==> src/rtl/mf_frame_ctrl.sv <==
// mf_frame_ctrl: AXI-Stream frame sequencer in front of the MeanFilter.
//
// Locks to SOF (tuser), counts columns/rows and regenerates clean tuser/tlast
// for the filter. After the last pixel of a frame, it injects FL = WINDOW_SIZE/2
// flush lines of PAD_VALUE so the window can emit its final output rows.
// Framing errors are sticky. The software enable is only honoured in IDLE.
//
// Ports:
//   clk, rst            clock, synchronous active-high reset
//   enable              accept new frames (sampled in IDLE only)
//   err_clear           pulse: clears sticky errors (and stats counters)
//   s_axis_*            upstream pixel stream (tdata/tvalid/tlast/tuser/tready)
//   m_axis_*            stream to the filter (tdata/tvalid/tlast/tuser/tready)
//   in_valid            1 = real pixel, 0 = flush pad
//   busy                frame in progress (state != IDLE)
//   frame_done          one-cycle pulse once the frame and its flush are sent
//   err_line, err_sof   sticky: input tlast mismatch / SOF seen mid-frame
//
// Optional build macro MF_FRAME_STATS_EN adds frame_cnt[15:0] and
// drop_cnt[15:0] (saturating, cleared by rst or err_clear).
module mf_frame_ctrl #(
  parameter int          DATA_WIDTH   = 8,
  parameter int          FRAME_WIDTH  = 640,
  parameter int          FRAME_HEIGHT = 512,
  parameter int          WINDOW_SIZE  = 3,
  parameter int unsigned PAD_VALUE    = 0
) (
  input  logic                  clk,
  input  logic                  rst,
  input  logic                  enable,
  input  logic                  err_clear,
  input  logic [DATA_WIDTH-1:0] s_axis_tdata,
  input  logic                  s_axis_tvalid,
  input  logic                  s_axis_tlast,
  input  logic                  s_axis_tuser,
  output logic                  s_axis_tready,
  output logic [DATA_WIDTH-1:0] m_axis_tdata,
  output logic                  m_axis_tvalid,
  output logic                  m_axis_tlast,
  output logic                  m_axis_tuser,
  input  logic                  m_axis_tready,
  output logic                  in_valid,
  output logic                  busy,
  output logic                  frame_done,
  output logic                  err_line,
  output logic                  err_sof
`ifdef MF_FRAME_STATS_EN
  ,
  output logic [15:0]           frame_cnt,
  output logic [15:0]           drop_cnt
`endif
);

  localparam int FL   = WINDOW_SIZE / 2;
  localparam int CW   = (FRAME_WIDTH > 1) ? $clog2(FRAME_WIDTH) : 1;
  localparam int RW_H = (FRAME_HEIGHT > 1) ? $clog2(FRAME_HEIGHT) : 1;
  localparam int RW_F = $clog2(FL + 1);
  localparam int RW   = (RW_H > RW_F) ? RW_H : RW_F;
  localparam int FL_LAST_I = (FL > 0) ? FL - 1 : 0;

  localparam logic [CW-1:0] COL_LAST = CW'(FRAME_WIDTH - 1);
  localparam logic [RW-1:0] ROW_LAST = RW'(FRAME_HEIGHT - 1);
  localparam logic [RW-1:0] FL_LAST  = RW'(FL_LAST_I);
  localparam logic [DATA_WIDTH-1:0] PAD = DATA_WIDTH'(PAD_VALUE);

  typedef enum logic [1:0] {S_IDLE, S_ACTIVE, S_FLUSH} state_e;

  state_e          state_q, state_d;
  logic [CW-1:0]   col_q, col_d;
  logic [RW-1:0]   row_q, row_d;
  logic            done_q, done_d;
  logic            err_line_q, err_line_d;
  logic            err_sof_q, err_sof_d;
  logic            line_set, sof_set, drop;

  // A mid-frame SOF turns the current beat into pixel (0,0) of a new frame,
  // so every decision on this beat uses the effective position.
  logic            restart;
  logic [CW-1:0]   eff_col;
  logic [RW-1:0]   eff_row;
  logic            eff_last;

  assign restart  = s_axis_tuser && ((col_q != '0) || (row_q != '0));
  assign eff_col  = restart ? '0 : col_q;
  assign eff_row  = restart ? '0 : row_q;
  assign eff_last = (eff_col == COL_LAST);

  // State and counter registers
  always_ff @(posedge clk) begin
    if (rst) begin
      state_q    <= S_IDLE;
      col_q      <= '0;
      row_q      <= '0;
      done_q     <= 1'b0;
      err_line_q <= 1'b0;
      err_sof_q  <= 1'b0;
    end else begin
      state_q    <= state_d;
      col_q      <= col_d;
      row_q      <= row_d;
      done_q     <= done_d;
      err_line_q <= err_line_d;
      err_sof_q  <= err_sof_d;
    end
  end

  // Next-state logic
  always_comb begin
    state_d  = state_q;
    col_d    = col_q;
    row_d    = row_q;
    done_d   = 1'b0;
    line_set = 1'b0;
    sof_set  = 1'b0;
    drop     = 1'b0;
    case (state_q)
      S_IDLE: begin
        // Non-SOF beats are drained; the SOF beat stays upstream for ACTIVE.
        drop = enable && s_axis_tvalid && !s_axis_tuser;
        if (enable && s_axis_tvalid && s_axis_tuser) begin
          state_d = S_ACTIVE;
          col_d   = '0;
          row_d   = '0;
        end
      end
      S_ACTIVE: begin
        if (s_axis_tvalid && m_axis_tready) begin
          line_set = (s_axis_tlast != eff_last);
          sof_set  = restart;
          if (eff_last) begin
            col_d = '0;
            if (eff_row == ROW_LAST) begin
              row_d = '0;
              if (FL == 0) begin
                state_d = S_IDLE;
                done_d  = 1'b1;
              end else begin
                state_d = S_FLUSH;
              end
            end else begin
              row_d = eff_row + 1'b1;
            end
          end else begin
            col_d = eff_col + 1'b1;
            row_d = eff_row;
          end
        end
      end
      S_FLUSH: begin
        // row_q counts flush lines here.
        if (m_axis_tready) begin
          if (col_q == COL_LAST) begin
            col_d = '0;
            if (row_q == FL_LAST) begin
              row_d   = '0;
              state_d = S_IDLE;
              done_d  = 1'b1;
            end else begin
              row_d = row_q + 1'b1;
            end
          end else begin
            col_d = col_q + 1'b1;
          end
        end
      end
      default: state_d = S_IDLE;
    endcase

    // Sticky errors: set wins over clear.
    err_line_d = line_set ? 1'b1 : (err_clear ? 1'b0 : err_line_q);
    err_sof_d  = sof_set  ? 1'b1 : (err_clear ? 1'b0 : err_sof_q);
  end

  // Outputs. Combinational outputs are forced low while rst is held so the
  // block looks quiet even before the reset edge lands.
  always_comb begin
    s_axis_tready = 1'b0;
    m_axis_tvalid = 1'b0;
    m_axis_tdata  = '0;
    m_axis_tlast  = 1'b0;
    m_axis_tuser  = 1'b0;
    in_valid      = 1'b0;
    busy          = 1'b0;
    if (!rst) begin
      busy = (state_q != S_IDLE);
      case (state_q)
        S_IDLE: s_axis_tready = enable && !s_axis_tuser;
        S_ACTIVE: begin
          s_axis_tready = m_axis_tready;
          m_axis_tvalid = s_axis_tvalid;
          m_axis_tdata  = s_axis_tdata;
          m_axis_tuser  = (eff_col == '0) && (eff_row == '0);
          m_axis_tlast  = eff_last;
          in_valid      = 1'b1;
        end
        S_FLUSH: begin
          m_axis_tvalid = 1'b1;
          m_axis_tdata  = PAD;
          m_axis_tlast  = (col_q == COL_LAST);
        end
        default: ;
      endcase
    end
  end

  assign frame_done = done_q;
  assign err_line   = err_line_q;
  assign err_sof    = err_sof_q;

`ifdef MF_FRAME_STATS_EN
  logic [15:0] frame_cnt_q, drop_cnt_q;

  always_ff @(posedge clk) begin
    if (rst || err_clear) begin
      frame_cnt_q <= '0;
      drop_cnt_q  <= '0;
    end else begin
      if (done_d && (frame_cnt_q != 16'hFFFF)) frame_cnt_q <= frame_cnt_q + 16'd1;
      if (drop && (drop_cnt_q != 16'hFFFF))    drop_cnt_q  <= drop_cnt_q + 16'd1;
    end
  end

  assign frame_cnt = frame_cnt_q;
  assign drop_cnt  = drop_cnt_q;
`endif

endmodule

==> config.mk <==
export PLATFORM = sky130hd
export DESIGN_NAME = mf_frame_ctrl
export DESIGN_NICKNAME = d
export VERILOG_FILES = /design/src/rtl/mf_frame_ctrl.sv
export SDC_FILE = /design/constraint.sdc
export NUM_CORES = 1
export LEC_CHECK = 0
export ABC_AREA = 1
export BUFFER_PORTS_ARGS = -buffer_cell sky130_fd_sc_hd__buf_2
export CAP_MARGIN = 10
export CORE_UTILIZATION = 45
export DETAILED_ROUTE_END_ITERATION = 10
export PLACE_DENSITY = 0.67
export RECOVER_POWER = 50
export SLEW_MARGIN = 15
export SYNTH_ARGS = -nofsm -noshare
export SYNTH_HDL_FRONTEND = slang
export SYNTH_SLANG_ARGS = --single-unit
==> constraint.sdc <==
create_clock -name clk -period 2.69 [get_ports clk]
set_input_delay 0.538 -clock clk [delete_from_list [all_inputs] [get_ports clk]]
set_output_delay 0.538 -clock clk [all_outputs]
set_load 0.01 [all_outputs]
==> metrics, run 1 <==
die area=0.00568 sq mm; P_leak=1.50 nW; peak supply drop=260 uV; cell breakdown of the critical path=nor2_4 -> nand3_2 -> buf_4 -> buf_4 -> buf_4 -> buf_4 -> buf_4 -> buf_4 -> buf_4 -> buf_4 -> inv_1 -> nand4_1 -> a21oi_2 -> buf_2; layout cells sized above 1=0.356; share of the synthesized area in the top cell type=0.198; remaining global-route overflow=0; Clk network pwr share=0.286; vias=2971; Post-Synth XOR/XNOR Area=0.0325; largest net degree at the start of global routing=28; CP Data Required Time=2.15 ns; Hold-fix buffers, CTS=0; Top FF cell, synth=dfxtp_1; GRT met1 Usage=0.377; clock buffer depth=2; Crit Path Max Fanout=2; CTS tree=done; number of H-tree levels=1; die width=75.4 microns; most used cell along the critical path=buf_4; Post-synth ARST share=0; status=complete, but fails checks; Total Routing Usage GR=0.274; met2 usage=0.459; dominant cells by area after synthesis=dfxtp_1, nand2_1, nand3_1, inv_1, ha_1; Hold Path Class=flip-flop to flip-flop; PortBufs=32; Mapped Area=0.00242 sq mm; max_slew headroom=0.659; DRC viols=0; FMAX=354 MHz; Adder-Cell Fraction of Synth Area=0.0671; max cap viols=0; proportion of synthesized area in mux cells=0; dpl hpwl=about 5500 microns; core area=0.00514 sq mm; TritonRoute pass-1 iters=5; die height=75.4 microns; Internal Pwr Total=0.000582 W; main combinational cell family by area after synthesis=simple AND/OR/NAND/NOR gates; CP Class=flip-flop to primary output; Worst path max stage delay=approximately 0.35 ns; Sw Ratio=0.369; Net Count, Synth=432; ANT nets after route=0; routed len/inst=about 14 microns; Pwr Density=273 mW/mm^2; Root Driver=clkbuf_8; dominant cell type by area after synthesis=dfxtp_1; Fin Clk Skew=0.00715 ns; vias in the first global route=2641; DRC marker count from the first detailed-route iteration=approximately 290; grt met3 use=0.0238; initial antenna violation count=0; Cells after Synth=403; Comb pwr share=0.320; Worst EP arrival=around 2.3 ns; GR peak layer=met2; Area Overhead vs Synth=39.3%; n_diodes=0; total clock sinks=24; row cnt=26; Synth Area in Compound Gates=0.127; Netlist cell types=40; Net Switching=0.000340 W; Worst Tran Pin Value=between 0.5 and 0.6 ns; TritonCTS Buffers=3; pre-CTS setup slack=-0.104 ns; slowest CP cell=dfxtp_2; routed wire length=7810 microns; gp weighted congestion=0.914; clock latency on the worst-skew pair=0.28 ns; initial core utilization=0.471; via/cell ratio=around 5.3; failing checks=negative setup slack; Tcrit/Tclk final=1.05; #FFs+latches synth=24; CP endpoint kind=primary output; most frequent cell after synthesis=nand2_1; final max-slew violation count=0; # setup viols final=5; post-synthesis sequential area ratio=0.198; final hold violation count=0; RSZ-0062 raised after global routing=yes; I/O pins=33; min cycle time layout=2.82 ns; crit path launch type=flip-flop; Setup TNS Final=-0.416 ns; most common library cells after synthesis=nand2_1, inv_1, nand3_1; worst setup margin=-0.134 ns; Synth Area in Simple Gates=0.443; register share of total power=0.395; Syn Area/Cell=about 6.0 sq um; Final Net Count=524; global-route wire length before repair=12000 microns; synth warn=0; number of synthesized flops with an enable pin=0; clk slew on worst S/H paths=about 0.1 ns
## flip-flops by register name, summed over array words and instances, names as in the netlist
signal      flops
err_line        1
frame_done      1
row_q           9
err_sof         1
state_q         2
col_q          10
## per-stage QoR
stage | power [W] | cells | area [sq um] | hold WS, ns | utilization
finish | 0.000922 | 564 | 3370 | 0.479 | 0.657
global route | 0.000959 | 564 | 3370 | 0.511 | 0.657
CTS | 0.000899 | 553 | 3210 | 0.484 | 0.625
detailed placement | 0.000640 | 533 | 2960 | 0.469 | 0.577
global placement | 0.000639 | 533 | 2960 | 0.454 | 0.577
floorplan | 0.000556 | 403 | 2500 | 0.469 | -
## per-layer routing
metal,vias to the layer above,routed length [microns]
li1,1477,-
met1,1323,3470
met2,156,3600
met3,15,635
met4,0,104
met5,-,0
## what timing repair did
item                                    4_1_cts  5_1_grt
gates resized for setup                      23       25
pin swaps                                    15       23
gates cloned                                  0        0
endpoints found under the setup margin        4       11
buffers inserted                             16       11
## critical path: cells and delay by family, from the launching register on
kind / cells / cell delay (ns)
DFF: 1 / 0.35
buffers and inverters: 10 / 1.15
AOI/OAI and AO/OA: 1 / 0.17
and+or+nand+nor: 3 / 0.33
## cells in the final DEF (no fill, tap or decap), types with 5 or more instances in the layout
cell type  Yosys  routed
a21oi_1       28      24
a21oi_2        4       8
buf_2          1      29
buf_4          4      68
dfxtp_1       24      17
dfxtp_2        0       7
ha_1          13       8
inv_1         53      45
inv_2          2       8
nand2_1      106     103
nand2_2        3       6
nand3_1       47      41
nand3_2        0       6
nand4_1        7       7
nor2_1        43      32
nor2_2         5       7
nor2_4         2      11
nor3_1         7       5
o21ai_0       13      12
xor2_1         8       8
## area by class of cell
cell class	instances	area (sq um)
Tap cell	70	87.6
Inverter	58	233
Timing Repair Buffer	102	693
Sequential cell	24	489
Multi-Input combinational cell	306	1820
Fill cell	460	1770
Clock buffer	4	55.1
## power by group through the flow
stage	clock, W	combinational (W)	sequential [W]
2_1_floorplan	0	0.000184	0.000372
3_3_place_gp	0	0.000267	0.000372
3_5_place_dp	0	0.000268	0.000372
4_1_cts	0.000261	0.000274	0.000364
5_1_grt	0.000271	0.000324	0.000364
6_report	0.000263	0.000295	0.000364
## logic make-up (layout without fill, tap and decap cells)
group,after synthesis,count (layout)
AO/OA/AOI/OAI,53,53
flip-flops,24,24
buffers and inverters,73,164
AND/OR/NAND/NOR,231,231
XOR/XNOR,9,9
adder cells (fa/ha/maj),13,13
## final timing paths
kind	slack [ns]	cells after the start	endpoint	from
max	-0.13	14	m_axis_tuser	col_q[7]
min	0.48	2	err_sof	err_sof
max reg2reg	-0.08	22	state_q[0]	col_q[1]
min reg2reg	0.48	2	err_sof	err_sof
No activity file was read; power rests on OpenSTA's default activity.
==> run 2: changes to the inputs <==
Settings changed: ABC_AREA 1 to not set, BUFFER_PORTS_ARGS -buffer_cell sky130_fd_sc_hd__buf_2 to -buffer_cell sky130_fd_sc_hd__buf_4, HOLD_SLACK_MARGIN set to 0.06, PLACE_DENSITY 0.67 to 0.68.
==> run 2 against run 1 <==
The flow still finishes with violations (negative setup slack). Global-route usage up 0.79 points. Total power up 27%. Sequential cell count stayed put. Critical path type unchanged. Critical endpoint is now m_axis_tlast.
==> metrics, run 2 <==
Mapped Area=0.00220 sq mm; Largest register FFs=10; vias=2540; gp weighted congestion=0.975; largest registers=col_q (10), row_q (9), state_q (2); vias in the first global route=2383; max cap viols=0; synth warn=0; total clock sinks=24; I/O pins=33; peak supply drop=~210 uV; Tcrit/Tclk final=1.08; row cnt=25; clock latency on the worst-skew pair=0.27 ns; Pwr Density=about 370 mW/mm^2; CP Data Required Time=2.15 ns; Worst R2R Start=row_q[2]; DRC viols=0; DRC marker count from the first detailed-route iteration=233; P_leak=1.24 nW; Total Routing Usage GR=0.282; Post-synth ARST share=0; via/cell ratio=5.89; Top FF cell, synth=dfxtp_1; routed len/inst=16.8 microns; Worst setup endpoint=m_axis_tlast; clock buffer depth=2; global-route wire length before repair=11400 microns; PortBufs=32; initial antenna violation count=0; post-synthesis sequential area ratio=0.218; number of H-tree levels=1; Finished Layout Cells=431; dpl hpwl=5190 microns; die height=71.9 microns; Netlist cell types=between 60 and 70; most frequent cell after synthesis=nand2_1; worst setup margin=-0.218 ns; core area=around 0.0047 sq mm; CP startpoint=row_q[2]; remaining global-route overflow=0; crit path launch type=flip-flop; routed wire length=7230 microns; CP Class=flip-flop to primary output; max_slew headroom=0.517; Area Overhead vs Synth=44.3%; Syn Area/Cell=7.69 sq um; FMAX=344 MHz; min cycle time layout=about 2.9 ns; clk slew on worst S/H paths=~0.10 ns; final max-slew violation count=0; ANT nets after route=0; status=complete, but fails checks; die width=71.9 microns; most common cell after layout, fill and taps aside=buf_4; TritonRoute pass-1 iters=4; Final Net Count=394; Crit Path Max Fanout=4; dominant cells by area after synthesis=dfxtp_1, ha_1, nand2_1, nor2_1, a21oi_1; Root Driver=clkbuf_8; CTS tree=done; Worst EP arrival=between 2 and 2.5 ns; largest net degree at the start of global routing=26; Hold Path Class=flip-flop to flip-flop; placed cells=416; final hold violation count=0; #FFs+latches synth=24; n_diodes=0; # setup viols final=6; dominant cell type by area after synthesis=dfxtp_1; Largest Register=col_q; RSZ-0062 raised after global routing=yes; number of synthesized flops with an enable pin=0; FF-to-FF End=state_q[0]; failing checks=negative setup slack; Hold WS=~0.48 ns; initial core utilization=0.466; TritonCTS Buffers=3; commonest non-fill, non-tap cells in the layout=buf_4, nand2_1, nor2_1, dfxtp_1, inv_1; Fin Clk Skew=0.00516 ns; overall power=0.00117 W; reg2reg path depth=15; Net Count, Synth=315; CP endpoint kind=primary output; Cells after Synth=286; die area=0.00517 sq mm; most common library cells after synthesis=nand2_1, nor2_1, dfxtp_1; share of the synthesized area in the top cell type=0.218; Reg2Reg Setup Slack=-0.13 ns; Worst Tran Pin Value=0.720 ns; layout cells sized above 1=0.409
-- run 2: changes by cell type after synthesis, sizes merged, moves of 10 or more --
cell	previous run	this run
nand2	110	30
inv	55	18
nand3	48	12
nor2	50	29
a21oi	32	17
and2	0	10
-- run 2: cells by family (layout without fill, tap and decap cells) --
group / Yosys count / after routing / share of synthesized area
fa+ha+maj: 13 / 13 / 0.0739
mux: 3 / 3 / 0.0142
flops: 24 / 24 / 0.218
compound gates: 77 / 77 / 0.272
simple gates: 127 / 127 / 0.322
buf+inv: 34 / 112 / 0.0671
xor+xnor: 8 / 8 / 0.0319
-- run 2: how the worst min path moves through the flow --
stage	startpoint	to	slack, ns	cells after the start
3_3_place_gp	err_line	err_line	0.46	2
6_report	err_line	err_line	0.48	2
5_1_grt	err_line	err_line	0.50	2
2_1_floorplan	err_line	err_line	0.49	2
3_5_place_dp	err_line	err_line	0.47	2
4_1_cts	err_line	err_line	0.48	2
-- run 2: final cells by class --
class,count,area [sq um]
Sequential cell,24,487
Multi-Input combinational cell,228,1790
Inverter,18,72.6
Tap cell,67,83.8
Fill cell,373,1550
Timing Repair Buffer,90,683
Clock buffer,4,55.1
-- run 2: timing repair --
action                     4_1_cts  5_1_grt
pin swaps                       10       16
resized for setup               17       30
buffers inserted                 7        5
setup endpoints to repair        7       21
hold buffers                     0        0
-- run 2: metrics by stage --
step / cell area, sq um / setup TNS (ns) / utilization / worst slack [ns]
2_1_floorplan: 2280 / -0.227 / - / -0.138
5_1_grt: 3170 / -1.58 / 0.672 / -0.291
6_report: 3170 / -0.699 / 0.672 / -0.218
3_3_place_gp: 2850 / 0 / 0.604 / 0.0214
4_1_cts: 3010 / -1.07 / 0.637 / -0.193
3_5_place_dp: 2850 / -0.188 / 0.604 / -0.0878
-- run 2: critical path, stage by stage (launching register included) --
cell and delay [ns]:
dfxtp_2 0.34, nor4_4 0.33, nand4_2 0.17, o21ai_4 0.19, buf_4 0.15, inv_4 0.05
nor2_4 0.12, ha_4 0.14, and2b_2 0.16, and2_4 0.15, nand2_2 0.05, a21oi_2 0.12
buf_4 0.14
-- run 2: routing by layer --
layer,vias up,track usage,wire (microns)
li1,1204,-,-
met1,1188,0.375,3060
met2,134,0.475,3370
met3,14,0.0319,614
met4,0,0.0980,187
met5,-,0,0
-- run 2: power breakdown --
part / internal, W / switching (W) / total [W]
clock: 0.000131 / 0.000129 / 0.000260
sequential: 0.000362 / 0.00000637 / 0.000368
combinational: 0.000213 / 0.000325 / 0.000538
total: 0.000706 / 0.000461 / 0.00117
